File: src/rtl/muldiv_sequencer.sv
// RV32M multiply/divide sequencer: 32-step shift-add multiplier and restoring
// divider that stalls the pipeline while busy and emits a one-cycle done pulse.
module muldiv_sequencer #(
  parameter bit FAST_SPECIAL = 1'b1
) (
  input  logic        clk,
  input  logic        rst_n,
  input  logic        start,
  input  logic [2:0]  md_op,
  input  logic [31:0] A,
  input  logic [31:0] B,
  input  logic        flush,
  output logic        stall_wire,
  output logic        done_wire,
  output logic [31:0] result_wire
);

  typedef enum logic [2:0] {IDLE, PREP, CALC, FIXUP, DONE} state_t;

  state_t      state, state_next;
  logic [31:0] a_reg, b_reg, addend, shifter;
  logic [2:0]  op_reg;
  logic [63:0] acc;
  logic [4:0]  count;
  logic        neg_res, a_neg;

  logic        is_div, a_signed, b_signed, a_is_neg, b_is_neg;
  logic        div_zero, div_ovf, special;
  logic [31:0] mag_a, mag_b, special_res, quo, rem, fixup_res;
  logic [63:0] prod;
  logic [32:0] mul_sum, rem_sh, trial;

  always_comb begin
    is_div   = op_reg[2];
    a_signed = (op_reg == 3'b001) || (op_reg == 3'b010) || (op_reg == 3'b100) || (op_reg == 3'b110);
    b_signed = (op_reg == 3'b001) || (op_reg == 3'b100) || (op_reg == 3'b110);
    a_is_neg = a_signed && a_reg[31];
    b_is_neg = b_signed && b_reg[31];
    mag_a    = a_is_neg ? (~a_reg + 32'd1) : a_reg;
    mag_b    = b_is_neg ? (~b_reg + 32'd1) : b_reg;
    div_zero = is_div && (b_reg == 32'd0);
    div_ovf  = is_div && !op_reg[0] && (a_reg == 32'h8000_0000) && (b_reg == 32'hFFFF_FFFF);
    special  = div_zero || div_ovf;
    if (div_zero) special_res = op_reg[1] ? a_reg : 32'hFFFF_FFFF;
    else          special_res = op_reg[1] ? 32'd0 : 32'h8000_0000;
  end

  // One iteration of each algorithm, plus the sign fix-up and word select.
  always_comb begin
    mul_sum = {1'b0, acc[63:32]} + {1'b0, (shifter[0] ? addend : 32'd0)};
    rem_sh  = {acc[63:32], shifter[31]};
    trial   = rem_sh - {1'b0, addend};
    prod    = neg_res ? (~acc + 64'd1) : acc;
    quo     = neg_res ? (~acc[31:0] + 32'd1) : acc[31:0];
    rem     = a_neg ? (~acc[63:32] + 32'd1) : acc[63:32];
    case (op_reg)
      3'b000:                 fixup_res = prod[31:0];
      3'b001, 3'b010, 3'b011: fixup_res = prod[63:32];
      3'b100, 3'b101:         fixup_res = quo;
      default:                fixup_res = rem;
    endcase
    if (special) fixup_res = special_res;
  end

  always_ff @(posedge clk or negedge rst_n) begin
    if (!rst_n) state <= IDLE;
    else        state <= state_next;
  end

  always_comb begin
    state_next = state;
    case (state)
      IDLE:    if (start) state_next = PREP;
      PREP:    state_next = (FAST_SPECIAL && special) ? DONE : CALC;
      CALC:    if (count == 5'd0) state_next = FIXUP;
      FIXUP:   state_next = DONE;
      DONE:    state_next = IDLE;
      default: state_next = IDLE;
    endcase
    if (flush) state_next = IDLE;
    stall_wire = !flush && ((state == IDLE && start) || state == PREP ||
                            state == CALC || state == FIXUP);
    done_wire  = !flush && (state == DONE);
  end

  // Multiply keeps the multiplicand in addend and shifts the multiplier right;
  // divide keeps the divisor in addend and shifts dividend bits in from the top.
  always_ff @(posedge clk or negedge rst_n) begin
    if (!rst_n) begin
      a_reg       <= '0;
      b_reg       <= '0;
      op_reg      <= '0;
      addend      <= '0;
      shifter     <= '0;
      acc         <= '0;
      count       <= '0;
      neg_res     <= 1'b0;
      a_neg       <= 1'b0;
      result_wire <= '0;
    end else if (!flush) begin
      case (state)
        IDLE: begin
          if (start) begin
            a_reg  <= A;
            b_reg  <= B;
            op_reg <= md_op;
          end
        end
        PREP: begin
          neg_res <= a_is_neg ^ b_is_neg;
          a_neg   <= a_is_neg;
          acc     <= '0;
          count   <= 5'd31;
          addend  <= is_div ? mag_b : mag_a;
          shifter <= is_div ? mag_a : mag_b;
          if (FAST_SPECIAL && special) result_wire <= special_res;
        end
        CALC: begin
          count <= count - 5'd1;
          if (is_div) begin
            shifter <= {shifter[30:0], 1'b0};
            if (!trial[32]) acc <= {trial[31:0], acc[30:0], 1'b1};
            else            acc <= {rem_sh[31:0], acc[30:0], 1'b0};
          end else begin
            shifter <= {1'b0, shifter[31:1]};
            acc     <= {mul_sum, acc[31:1]};
          end
        end
        FIXUP:   result_wire <= fixup_res;
        default: ;
      endcase
    end
  end

endmodule

File: config.mk
export PLATFORM = sky130hd
export DESIGN_NAME = muldiv_sequencer
export DESIGN_NICKNAME = d
export VERILOG_FILES = /design/src/rtl/muldiv_sequencer.sv
export SDC_FILE = /design/constraint.sdc
export NUM_CORES = 1
export LEC_CHECK = 0
export BUFFER_PORTS_ARGS = -buffer_cell sky130_fd_sc_hd__buf_2
export CORE_UTILIZATION = 25
export CTS_CLUSTER_DIAMETER = 50
export DETAILED_ROUTE_END_ITERATION = 16
export GPL_ROUTABILITY_DRIVEN = 0
export PLACE_DENSITY = 0.37
export SYNTH_ARGS = -nofsm -noshare
export SYNTH_HDL_FRONTEND = slang
export SYNTH_SLANG_ARGS = --single-unit
File: constraint.sdc
create_clock -name clk -period 7.6 [get_ports clk]
set_clock_uncertainty 0.1 [all_clocks]
set_input_delay 0.76 -clock clk [delete_from_list [all_inputs] [get_ports clk]]
set_output_delay 0.76 -clock clk [all_outputs]
set_load 0.005 [all_outputs]
Word level (Yosys, flattened, before mapping) --
Cells that the tools add are included.
Storage, ports and cells: flip-flop bits (word level) 237
Operators by class: add/sub/neg operators 8, equality and inequality tests 15, multiplexer cells 26, bitwise logic cells 7, reduce and logical (&&, ||, !) cells 33
Operator list (count):
- two-way mux 32 bit | 13
- two-way mux 64 bit | 3
- adder 32 x 1 -> 32 bit (second input constant) | 4
- NOT 32 bit | 4
- one-hot mux 32 bit (2 select lines) | 2
- one-hot mux 64 bit (2 select lines) | 1
- one-hot mux 32 bit (3 select lines) | 1
- adder 64 x 1 -> 64 bit (second input constant) | 1
- == test 32 bit (second input constant) | 2
- NOT 64 bit | 1
- adder 32 x 32 -> 33 bit | 1
- subtractor 33 x 32 -> 33 bit | 1
- zero test 32 bit | 1
- == test 3 x 2 -> 1 bit (second input constant) | 4
- == test 3 bit (second input constant) | 4
- two-way mux 3 bit | 4
- one-hot mux 3 bit (4 select lines) | 1
- one-hot mux 5 bit (2 select lines) | 1
- logical AND 1 bit | 9
- logical OR 1 bit | 9
- == test 3 x 1 -> 1 bit (second input constant) | 2
- zero test 3 bit | 2
- != test 3 bit (second input constant) | 2
- AND reduction 2 bit | 3
- 10 further kinds | 13

Logic depth before layout (Yosys ltp) --
word-level depth 8, mapped depth 14, depth with buffers taken out 13

Worst setup path before layout --
OpenSTA, ideal clock, no wires.
path type register to register, start register shifter[0], end register acc[56], arrival 3.097 ns, path slack 4.320 ns, stages on the path, launching flop included 14, buffers on the path 2, path through dfrtp_1 > clkbuf_1 > and2_1 > ha_1 > clkbuf_1 > a211oi_1 > o221ai_1 > a41oi_1 > o311ai_0 > a31o_2 > a221oi_1 > o21ai_0 > xnor2_1 > o21ai_0
On the way: longest elaborated chain between the ends 4
Ends and longest elaborated chain:
- start: declaration | RTL line 21 | logic [31:0] a_reg, b_reg, addend, shifter;
- start signal: assignment | RTL line 115 | shifter <= is_div ? mag_a : mag_b;
- start signal: assignment | RTL line 121 | shifter <= {shifter[30:0], 1'b0};
- start signal: assignment | RTL line 125 | shifter <= {1'b0, shifter[31:1]};
- two-way mux 32 bit | RTL line 50 | mul_sum = {1'b0, acc[63:32]} + {1'b0, (shifter[0] ? addend : 32'd0)};
- adder 32 x 32 -> 33 bit | RTL line 50
- two-way mux 64 bit | RTL line 120 | if (is_div) begin
- one-hot mux 64 bit (2 select lines) | RTL line 101 | case (state)
- end signal: assignment | RTL line 122 | if (!trial[32]) acc <= {trial[31:0], acc[30:0], 1'b1};
- end signal: assignment | RTL line 123 | else acc <= {rem_sh[31:0], acc[30:0], 1'b0};
- end signal: assignment | RTL line 126 | acc <= {mul_sum, acc[31:1]};
- end: declaration | RTL line 23 | logic [63:0] acc;
No other way between the ends. A chain may end at the register's enable or synchronous reset.

Worst setup path in the final report --
start register acc[32], end register acc[56]
On the way: longest elaborated chain between the ends 4, elaborated cells on any way between the ends 5, those cells by class add/sub (2); mux (3)
Ends and longest elaborated chain:
- subtractor 33 x 32 -> 33 bit | RTL line 52 | trial = rem_sh - {1'b0, addend};
- two-way mux 64 bit | RTL line 122
- two-way mux 64 bit (*) | RTL line 120
- one-hot mux 64 bit (2 select lines) (*) | RTL line 101
Mark *: on every way between the ends. The rest lies on a longest branch, timed or not.

==> results.yml <==
cts:
  cts_tree: "built"
  cts_buffer_depth: 3
  hold_buffers: 0
  cts_made_buffers: 47
  path_clk_slew_ps: 50
  postCtsSetupRepairBufs: 0
  clk_latency_ps: 610
  cts-root-buf: "clkbuf_16"
  cts_resized: 0
  cts-htree-levels: 2
  clock-sinks: 237
die:
  io_pins: 105
  initial_core_util_pct: 25.4
  die_area_um2: 77100
  die_w_um: 278
  die_height_um: 278
  rows: 100
  core_um2: 74800
logic_synthesis:
  seq_area_frac_synth_pct: 31.2
  postSynthCellCount: 2293
  synth.area.top_cells: "dfrtp_1 (31%), o21ai_0 (5.3%), xnor2_1 (5.1%), ha_1 (4.7%), a21oi_1 (4.7%)"
  synth_cell_types: 84
  synth-seq-cells: 237
  synthesis.area_um2: 19000
  synth_nets: 2437
  synthFlopType: "dfrtp_1"
  ys_warn_count: 0
  yosysTopAreaCellShare_pct: 31.2
  async_flop_share_pct: 100
  synth_area_per_cell_um2: 8.29
  synth_edf_count: 0
  yosysTopAreaCell: "dfrtp_1"
grt:
  grt_usage_pct: 19.8
  grt_max_degree: 147
  global_route.overflow_total: 0
  antenna_found_initial: 1
  grt_pass1_vias: 17400
  grt_first_pass_wirelength_um: 117000
sta:
  fin_tns_setup_ps: 0
  fmax_ghz: 0.204
  setup_viol: 0
  relSlewSlack_pct: 9.03
  whs_ps: 61.7
  finalCritPeriodShare_pct: 64.5
  tightest_slew_ps: 1360
  grt_setup_unrepaired: "no"
  finalHoldViolations: 0
  slew_violations: 0
  period_needed_ps: 4900
power:
  irDropWorstVdd_mv: 0.171
  p_seq_share_pct: 22.9
  p_per_area_nw_per_um2: 458
  p_leak_nw: 9.38
  total_power_mw: 10.1
  switchingPower_mw: 5.01
  comb_power_share_pct: 55.4
  clkPwrFrac_pct: 21.8
  p_int_mw: 5.10
  switching_share_pct: 49.6
detailed_routing:
  drt_iter0_drc: 1478
  avgViaCountPerCell: 5.36
  finalWirelength_um: 78000
  dr_wl_met3_um: 3170
  postRouteAntennaNets: 0
  met1Wirelength_um: 36900
  wire_per_inst_um: 23.5
  first_pass_iters: 7
  remaining_drc_errors: 0
  dr_wl_met2_um: 35700
  via_count: 17800
  maxUsedRoutingLayer: "met5"
outcome:
  status: "finished, final reports clean"
finish:
  final_util_pct: 29.5
  regMostFlops: "acc"
  fin_nets: 2462
  largest_reg_flops: 64
  layout_commonest_cell: "dfrtp_1"
  drive_gt1_share_pct: 14.3
  fillers: 8038
  layout_common_cells: "dfrtp_1 (235), nand2_1 (218), o21ai_0 (200)"
  instances_no_fill: 3324
  syn2layout_area_growth_pct: 16.3
  antennaDiodeCount: 0
worst_setup_path:
  critical_path.max_fanout: 26
  worstSetupStartpoint: "acc[32]"
  critPathLaunchType: "flip-flop"
  endpoint_kind: "flip-flop"
  worstPathRequired_ps: 7940
  critPathKind: "flip-flop to flip-flop"
  cp.arrival_ps: 5240
  rr_startpoint: "acc[32]"
place:
  place_hpwl_um: 58400
  dp_cells: 3238
  io_buffers: 104
run:
  max_cap_violations: 0
worst_hold_path:
  hold_path.class: "primary input to asynchronous set/reset pin"
-- Yosys cell counts (all sizes together) (7+ instances only) --
library cell and number:
nor3 45, o21ai 218, dfrtp 237, o22ai 16
o221ai 19, a21o 26, or4 16, nand2 220
xor2 72, nand3 36, inv 71, o41ai 14
or2 14, nand2b 25, mux2i 88, buf 24
xnor2 111, a221o 13, a21oi 177, o31ai 67
and3 9, a221oi 7, a22oi 17, nor2 179
nor4 29, nor2b 28, a31oi 25, o211ai 28
mux2 76, and2 40, nand4 25, a211oi 13
clkbuf 133, ha 71, or3 24
-- stage by stage --
step | area [um2] | setup WS [ps]
global route | 22100 | 2360
floorplan | 19000 | 4320
CTS | 22100 | 2670
detailed placement | 20400 | 2740
global placement | 20400 | 2840
finish | 22100 | 2700
-- layout make-up --
class                   instances  area [um2]  area share, %
well taps                     969        1210           5.49
inverters                      72         270           1.22
clock inverters                14         233           1.05
repair buffers                133         761           3.44
flip-flops and latches        237        5940           26.9
multi-input cells            1827       12300           55.5
clock buffers                  72        1430           6.48
-- critical path: stages (launching register included) --
cell and delay, ps:
dfrtp_1 510, inv_1 180, fa_1 440, nand2b_1 200, a21oi_1 350, o21ai_0 300, o41ai_2 500, a31oi_1 320
xnor2_4 720, buf_4 460, mux2_2 380, a22oi_1 150, o21ai_0 110
-- logic make-up after synthesis --
| group | count (synthesis) | share of synthesized area [%] |
|---|---|---|
| compound gates | 704 | 23.4 |
| simple gates | 703 | 18.3 |
| flops | 237 | 31.2 |
| buf+inv | 229 | 4.61 |
| xor+xnor | 183 | 8.47 |
| mux | 164 | 9.14 |
| fa+ha+maj | 73 | 4.88 |
-- routing by layer --
| metal | up-vias | global-route usage, % |
|---|---|---|
| met5 | - | 0 |
| met4 | 2 | 6.25 |
| met3 | 116 | 2.32 |
| met2 | 454 | 31.5 |
| met1 | 8838 | 27.8 |
| li1 | 8422 | - |
-- path summary, 6_finish.rpt --
kind	end	slack, ps	depth (start not counted)
max in group asynchronous	acc[44]	5970	2
hold reg to reg	shifter[27]	380	2
setup / recovery	acc[56]	2700	12
setup reg to reg	acc[56]	2700	12
hold / removal	a_reg[11]	60	1
min in group clk	a_reg[2]	280	2
-- power groups by stage --
stage               logic [mW]  clock network, mW  registers (mW)
floorplan                 4.06                  0            1.91
global placement          5.55                  0            2.33
detailed placement        5.52                  0            2.34
CTS                       5.56               2.26            2.32
global route              6.09               2.32            2.37
finish                    5.60               2.20            2.32
Power figures use the tool's default switching activity.
